[src/rtl/serial_pkg.sv]
// Shared definitions for the serial PISO transmitter.
// Contents:
//   state_t     - transmitter FSM states (IDLE, SHIFT)
//   nbits()     - frame length in bits (data bits plus optional parity bit)
//   even_parity - even-parity bit of a word (the word is zero-extended to 64 bits)
//   CNT_W_DEFAULT - bit-counter width for the default 8-bit, no-parity frame
package serial_pkg;

  typedef enum logic [0:0] {
    IDLE  = 1'b0,
    SHIFT = 1'b1
  } state_t;

  function automatic int nbits(input int width, input int parity);
    return width + parity;
  endfunction

  // Zero extension does not change the XOR reduction, so any WIDTH up to
  // 64 bits can be passed in.
  function automatic logic even_parity(input logic [63:0] d);
    return ^d;
  endfunction

  localparam int CNT_W_DEFAULT = $clog2(nbits(8, 0));

endpackage

[src/rtl/piso_shift_reg.sv]
// N-bit enabled shift register with parallel load, used as the PISO datapath.
// Ports:
//   i_clk    - rising-edge clock
//   i_rst_n  - asynchronous active-low reset (clears the register)
//   i_en     - clock enable; when 0 the register holds
//   i_load   - load i_d (highest priority)
//   i_shift  - shift left by one with zero fill
//   i_clear  - clear to zero
//   i_d      - parallel load word
//   o_q      - register contents
module piso_shift_reg #(
  parameter int N = 8
) (
  input  logic         i_clk,
  input  logic         i_rst_n,
  input  logic         i_en,
  input  logic         i_load,
  input  logic         i_shift,
  input  logic         i_clear,
  input  logic [N-1:0] i_d,
  output logic [N-1:0] o_q
);

  logic [N-1:0] r_q;

  // Enabled D-flip-flop bank: load, shift or clear only on enabled edges.
  always_ff @(posedge i_clk or negedge i_rst_n) begin
    if (!i_rst_n) begin
      r_q <= {N{1'b0}};
    end else if (i_en) begin
      if (i_load) begin
        r_q <= i_d;
      end else if (i_shift) begin
        r_q <= {r_q[N-2:0], 1'b0};
      end else if (i_clear) begin
        r_q <= {N{1'b0}};
      end else begin
        r_q <= r_q;
      end
    end else begin
      r_q <= r_q;
    end
  end

  assign o_q = r_q;

endmodule

[src/rtl/serial_tx_piso.sv]
// Parallel-in/serial-out transmitter. It accepts a WIDTH-bit word over a
// valid/ready handshake and sends it MSB first, one bit per enabled clock
// edge. When PARITY=1, an even-parity bit follows the data bits.
// Ports:
//   clk        - rising-edge clock
//   reset      - asynchronous active-low reset
//   En         - clock enable; all state holds while low
//   load_valid - producer offers load_data
//   load_data  - word to transmit
//   load_ready - a word can be accepted this cycle
//   sout       - serial data bit (MSB of the shift register)
//   sout_valid - sout carries a frame bit
//   last       - final bit of the frame is on sout
//   busy       - transmitter is in SHIFT
module serial_tx_piso
  import serial_pkg::*;
#(
  parameter int WIDTH  = 8,
  parameter int PARITY = 0
) (
  input  logic             clk,
  input  logic             reset,
  input  logic             En,
  input  logic             load_valid,
  input  logic [WIDTH-1:0] load_data,
  output logic             load_ready,
  output logic             sout,
  output logic             sout_valid,
  output logic             last,
  output logic             busy
);

  localparam int NBITS = nbits(WIDTH, PARITY);
  localparam int CNT_W = $clog2(NBITS);
  localparam logic [CNT_W-1:0] CNT_LOAD = CNT_W'(NBITS - 1);
  localparam logic [CNT_W-1:0] CNT_ZERO = {CNT_W{1'b0}};
  localparam logic [CNT_W-1:0] CNT_ONE  = CNT_W'(1);

  state_t           r_state;
  state_t           w_state_nxt;
  logic [CNT_W-1:0] r_cnt;
  logic [CNT_W-1:0] w_cnt_nxt;
  logic [NBITS-1:0] w_load_word;
  logic [NBITS-1:0] w_shreg;
  logic             w_xfer;
  logic             w_last;
  logic             w_sr_load;
  logic             w_sr_shift;
  logic             w_sr_clear;

  generate
    if (PARITY != 0) begin : g_par
      assign w_load_word = {load_data, even_parity(64'(load_data))};
    end else begin : g_nopar
      assign w_load_word = load_data;
    end
  endgenerate

  // The last bit slot doubles as an accept slot, so back-to-back frames
  // leave no idle gap.
  assign w_last     = (r_state == SHIFT) && (r_cnt == CNT_ZERO);
  assign load_ready = reset && En && ((r_state == IDLE) || w_last);
  assign w_xfer     = load_valid && load_ready;

  // Next-state and datapath control for the frame sequencer.
  always_comb begin
    w_state_nxt = r_state;
    w_cnt_nxt   = r_cnt;
    w_sr_load   = 1'b0;
    w_sr_shift  = 1'b0;
    w_sr_clear  = 1'b0;
    if (w_xfer) begin
      w_state_nxt = SHIFT;
      w_cnt_nxt   = CNT_LOAD;
      w_sr_load   = 1'b1;
    end else if (En && (r_state == SHIFT)) begin
      if (r_cnt != CNT_ZERO) begin
        w_cnt_nxt  = r_cnt - CNT_ONE;
        w_sr_shift = 1'b1;
      end else begin
        w_state_nxt = IDLE;
        w_sr_clear  = 1'b1;
      end
    end else begin
      w_state_nxt = r_state;
      w_cnt_nxt   = r_cnt;
    end
  end

  // FSM state and bit counter, advancing only on enabled edges.
  always_ff @(posedge clk or negedge reset) begin
    if (!reset) begin
      r_state <= IDLE;
      r_cnt   <= CNT_ZERO;
    end else if (En) begin
      r_state <= w_state_nxt;
      r_cnt   <= w_cnt_nxt;
    end else begin
      r_state <= r_state;
      r_cnt   <= r_cnt;
    end
  end

  piso_shift_reg #(
    .N (NBITS)
  ) u_shreg (
    .i_clk   (clk),
    .i_rst_n (reset),
    .i_en    (En),
    .i_load  (w_sr_load),
    .i_shift (w_sr_shift),
    .i_clear (w_sr_clear),
    .i_d     (w_load_word),
    .o_q     (w_shreg)
  );

  assign sout       = w_shreg[NBITS-1];
  assign busy       = (r_state == SHIFT);
  assign sout_valid = busy;
  assign last       = w_last;

endmodule

[config.mk]
export PLATFORM = sky130hd
export DESIGN_NAME = serial_tx_piso
export DESIGN_NICKNAME = d
export VERILOG_FILES = /design/src/rtl/serial_pkg.sv /design/src/rtl/piso_shift_reg.sv /design/src/rtl/serial_tx_piso.sv
export SDC_FILE = /design/constraint.sdc
export NUM_CORES = 1
export LEC_CHECK = 0
export ABC_AREA = 0
export CAP_MARGIN = 20
export CORE_MARGIN = 3
export CORE_UTILIZATION = 45
export CTS_CLUSTER_SIZE = 24
export DETAILED_ROUTE_END_ITERATION = 7
export PLACE_DENSITY = 0.79
export SETUP_SLACK_MARGIN = 0.15
export SLEW_MARGIN = 20
export SYNTH_ARGS = -nofsm -noshare
export SYNTH_HDL_FRONTEND = slang
export SYNTH_SLANG_ARGS = --single-unit
export TNS_END_PERCENT = 50
[constraint.sdc]
create_clock -name clk -period 1.75 [get_ports clk]
set_input_delay 0.35 -clock clk [delete_from_list [all_inputs] [get_ports clk]]
set_output_delay 0.35 -clock clk [all_outputs]
set_load 0.02 [all_outputs]
# Word-level counts from Yosys, hierarchy flattened
# Index checks and enable logic that the tools add are counted.
dict set report classes {
  reduce_logical 14
  bitwise 1
  add_sub_neg 1
  muxes 16
  n_eq_ne 1
}
# operator count
set ops {}
lappend ops {{$mux W8} 3}
lappend ops {{$mux W1} 10}
lappend ops {{$mux W3} 3}
lappend ops {{$reduce_and A3 Y1} 2}
lappend ops {{$reduce_bool A3 Y1} 2}
lappend ops {{$logic_and A1 B1 Y1} 5}
lappend ops {{$reduce_bool A2 Y1} 2}
lappend ops {{$logic_not A3 Y1} 1}
lappend ops {{$sub A3 B1 Y3 const B} 1}
lappend ops {{$ne A2 B2 Y1 const B} 1}
lappend ops {{$reduce_and A2 Y1} 1}
lappend ops {{$logic_or A1 B1 Y1} 1}
lappend ops {{$not A1 Y1} 1}
dict set report word_totals {
  regBits 12
  out_inout_bits 5
  word_cells 36
  input_bits 12
}

# Logic depth before layout (Yosys ltp)
dict set report depth {
  word_depth 9
  ltp_mapped 6
  ltp_nobuf 5
}

# Cells and area by module
# A second synthesis with hierarchy kept.
dict set report unflattened {
  hier_cells 66
  area_unflattened_um2 683.2
}
# mod seq_area_each_um2 instances area_each_um2 cells_each
set by_module_without_submodules {}
lappend by_module_without_submodules {piso_shift_reg 200.2 1 394.1 38}
lappend by_module_without_submodules {serial_tx_piso 100.1 1 289.0 28}

# Worst setup path before layout
# OpenSTA, ideal clock, no wires.
dict set report synth_timing {
  path_type {register -> output}
  start {register r_cnt[0]}
  end {output last}
  n_path_buf 1
  path_stages_with_launch 6
  t_required_ps 1400
  path_slack_ps 240
  t_arrival_ps 1160
  path_cell_list {dfrtp_1 -> inv_1 -> ha_1 -> nor2b_2 -> buf_6 -> and2_1}
}
dict set report synth_between {
  elab_chain_cells 2
}
# item line
set synth_lines {}
lappend synth_lines {{start, declared} serial_tx_piso.sv:41} ;# logic [CNT_W-1:0] r_cnt;
lappend synth_lines {{start signal, assigned} serial_tx_piso.sv:97} ;# r_cnt <= w_cnt_nxt;
lappend synth_lines {{start signal, assigned} serial_tx_piso.sv:100} ;# r_cnt <= r_cnt;
lappend synth_lines {{$logic_not A3 Y1} serial_tx_piso.sv:61} ;# assign w_last = (r_state == SHIFT) && (r_cnt == CNT_ZERO);
lappend synth_lines {{$logic_and A1 B1 Y1} serial_tx_piso.sv:61}
lappend synth_lines {{end, declared} serial_tx_piso.sv:29} ;# output logic last,
# No other way between the ends.

# Final worst setup path
# Ends and elaborated chain as after synthesis.

==> summary.txt <==
status: completed
die span in y: 43.88 microns
hold_buf cts: 0
final instance area: 918.4 sq um
Ant. Diodes: 0
global-route wire length before repair: 2283 microns
R2R cell count: 7
initial antenna violation count: 0
Worst VDD drop: 1.031 mV
GRT Util Overall: 17.40%
core area: 1318 sq um
fillers: 119
Setup crit end kind: output pin
post-synth top area cell: dfrtp_1
grt ovf: 0
H-tree depth: 1
Synth Area per Inst: 11.33 sq um
Post-Route Utilization: 69.71%
FF-to-FF Start: r_cnt[0]
Synth top area share: 46.51%
fin crit period: 1.628 ns
Area after DPL: 854.6 sq um
average via count per standard cell: 5.520
Clock transition at path regs: 0.07 ns
Setup Skew: 0.001388 ns
Mapped Cells: 57
starting density of the core: 49.00%
CTS Buffer Depth: 2
Max Cap Violations: 0
WS Path Type: flip-flop to output pin
Rows: 13
sequential area share after synthesis: 46.51%
drt pass-1 iters: 4
detailed-route wire length per cell: 14.33 microns
relative slew slack: 83.21%
Iter 0 DRT Violations: 7
synthesized net count: 71
RSZ-0062 raised after global routing: yes
Synth cell types: 24
Tot Pwr: 1.446 mW
post-synthesis cell area: 645.6 sq um
Cell Pwr Density: 1575 nW/um^2
clk_lat worst skew: 0.28 ns
Slew @ Worst Pin: 0.2513 ns
clock sink count: 12
R2R Setup Slk: 0.29 ns
Synth warnings: 0
Slew Limit Fails: 0
worst min path class: primary input to async pin
Final setup violation count: 0
number of global-route vias before repair: 535
number of routed nets with antenna violations: 0
top cells by area, synth: dfrtp_1 (47%), a221o_1 (11%), nor3b_1 (8.1%)
Die Width: 43.88 microns
number of remaining DRC errors: 0
Vias: 541
Leakage: 0.4212 nW
worst path required time: 1.40 ns
Critical path origin: r_cnt[0]
TritonCTS Buffers: 3
RR Endpoint: r_cnt[2]
IO buf count: 16
fraction of layout cells with a size suffix above 1: 32.53%
Setup crit end: last
largest net degree at the start of global routing: 15
HPWL Detailed: 990.4 microns
Placer Congestion: 0.6801
Crit Path Max Fanout: 3
final hold violation count: 0
Worst setup SP type: flip-flop
Ports: 17
CTS tree: done
Worst EP arrival: 1.28 ns
die area: 1925 sq um
WL final: 1404 microns
area grow syn2layout: 42.25%
#FFs+latches synth: 12
Fmax: 614.3 MHz
Nets: 98
final worst-path cycle share: 93.02%
CTS root buf: clkbuf_4
[cells by family after synthesis]
logic type | Yosys count | synth area share (%)
adders and majority gates | 2 | 3.875
AOI/OAI and AO/OA | 17 | 23.06
and+or+nand+nor | 19 | 18.99
buffers and inverters | 7 | 7.559
DFF | 12 | 46.51
[synthesized netlist by cell type]
cell,n
clkbuf_4,1
o21ai_1,3
inv_1,2
dfrtp_1,12
buf_4,1
nor2b_2,1
buf_6,2
a22o_1,1
inv_2,1
and2_1,1
a21o_1,1
o311ai_1,1
nand2_1,2
ha_1,2
a221o_1,7
or3_1,1
a21oi_1,1
nand3_1,3
or4_1,1
nand2b_1,1
nand2_2,2
nor3b_1,7
a21oi_4,1
a21o_2,2
[worst max-delay path, cell delays in order (launching register included)]
cell     delay [ns]
dfrtp_1        0.37
inv_2          0.06
ha_4           0.16
nor2b_4        0.12
and2_1         0.15
buf_4          0.15
[layout by cell type, fill, tap and decap left out, drive strengths merged]
cell / instances
dlymetal6s2s: 2
nor3b: 7
and2: 1
inv: 3
ha: 2
a221o: 7
a22o: 1
dlygate4sd2: 1
buf: 12
a21o: 3
nand3: 3
clkdlybuf4s50: 11
nand2: 4
or4: 1
o311ai: 1
o21ai: 3
nor2b: 1
or3: 1
nand2b: 1
clkbuf: 4
dfrtp: 12
a21oi: 2
[power by group]
part	internal, mW	switching (mW)
logic	0.395	0.326
registers	0.408	0.0920
clock network	0.127	0.0987
[stage by stage]
step                      hold WS [ns]  instances  setup slack [ns]  TNS (ns)
after global routing            0.4535         98           0.04696         0
after floorplan                0.05441         57            0.2402         0
after CTS                       0.4107         97           0.03503         0
after detailed placement        0.4891         93           -0.2189   -0.9877
after global placement          0.4822         93           -0.2137   -0.8513
final                           0.4349         98            0.1222         0
[sequential cells by signal, indices dropped and copies added (netlist names)]
register and flops:
u_shreg.o_q 8, r_cnt 3, busy 1
[worst min-delay path by stage]
stage                        start              to  slack (ns)
detailed placement  u_shreg.o_q[0]  u_shreg.o_q[0]        0.49
global route                 reset  u_shreg.o_q[7]        0.45
finish                       reset  u_shreg.o_q[7]        0.43
CTS                          reset  u_shreg.o_q[7]        0.41
floorplan                    reset            busy        0.05
global placement    u_shreg.o_q[0]  u_shreg.o_q[0]        0.48
[layer usage]
layer / track usage (%) / share of wire, %
met1: 19.42 / 44
met2: 27.91 / 47
met3: 6.224 / 6.8
met4: 10.84 / 2.5
met5: 0 / 0
[repair_timing]
item | 4_1_cts | 5_1_grt
gates resized for setup | 11 | 8
pin swaps | 0 | 1
buffers inserted | 0 | 1
endpoints found under the setup margin | 5 | 9
[layout make-up]
| class | instances | area, sq um | share of cell area [%] |
|---|---|---|---|
| timing repair buffer | 26 | 234.0 | 25.48 |
| tap | 15 | 18.77 | 2.044 |
| clock buffer | 4 | 36.28 | 3.951 |
| sequential | 12 | 300.3 | 32.70 |
| inverter | 3 | 11.26 | 1.226 |
| multi-input combinational | 38 | 317.8 | 34.60 |
No activity file was read; power rests on OpenSTA's default activity.
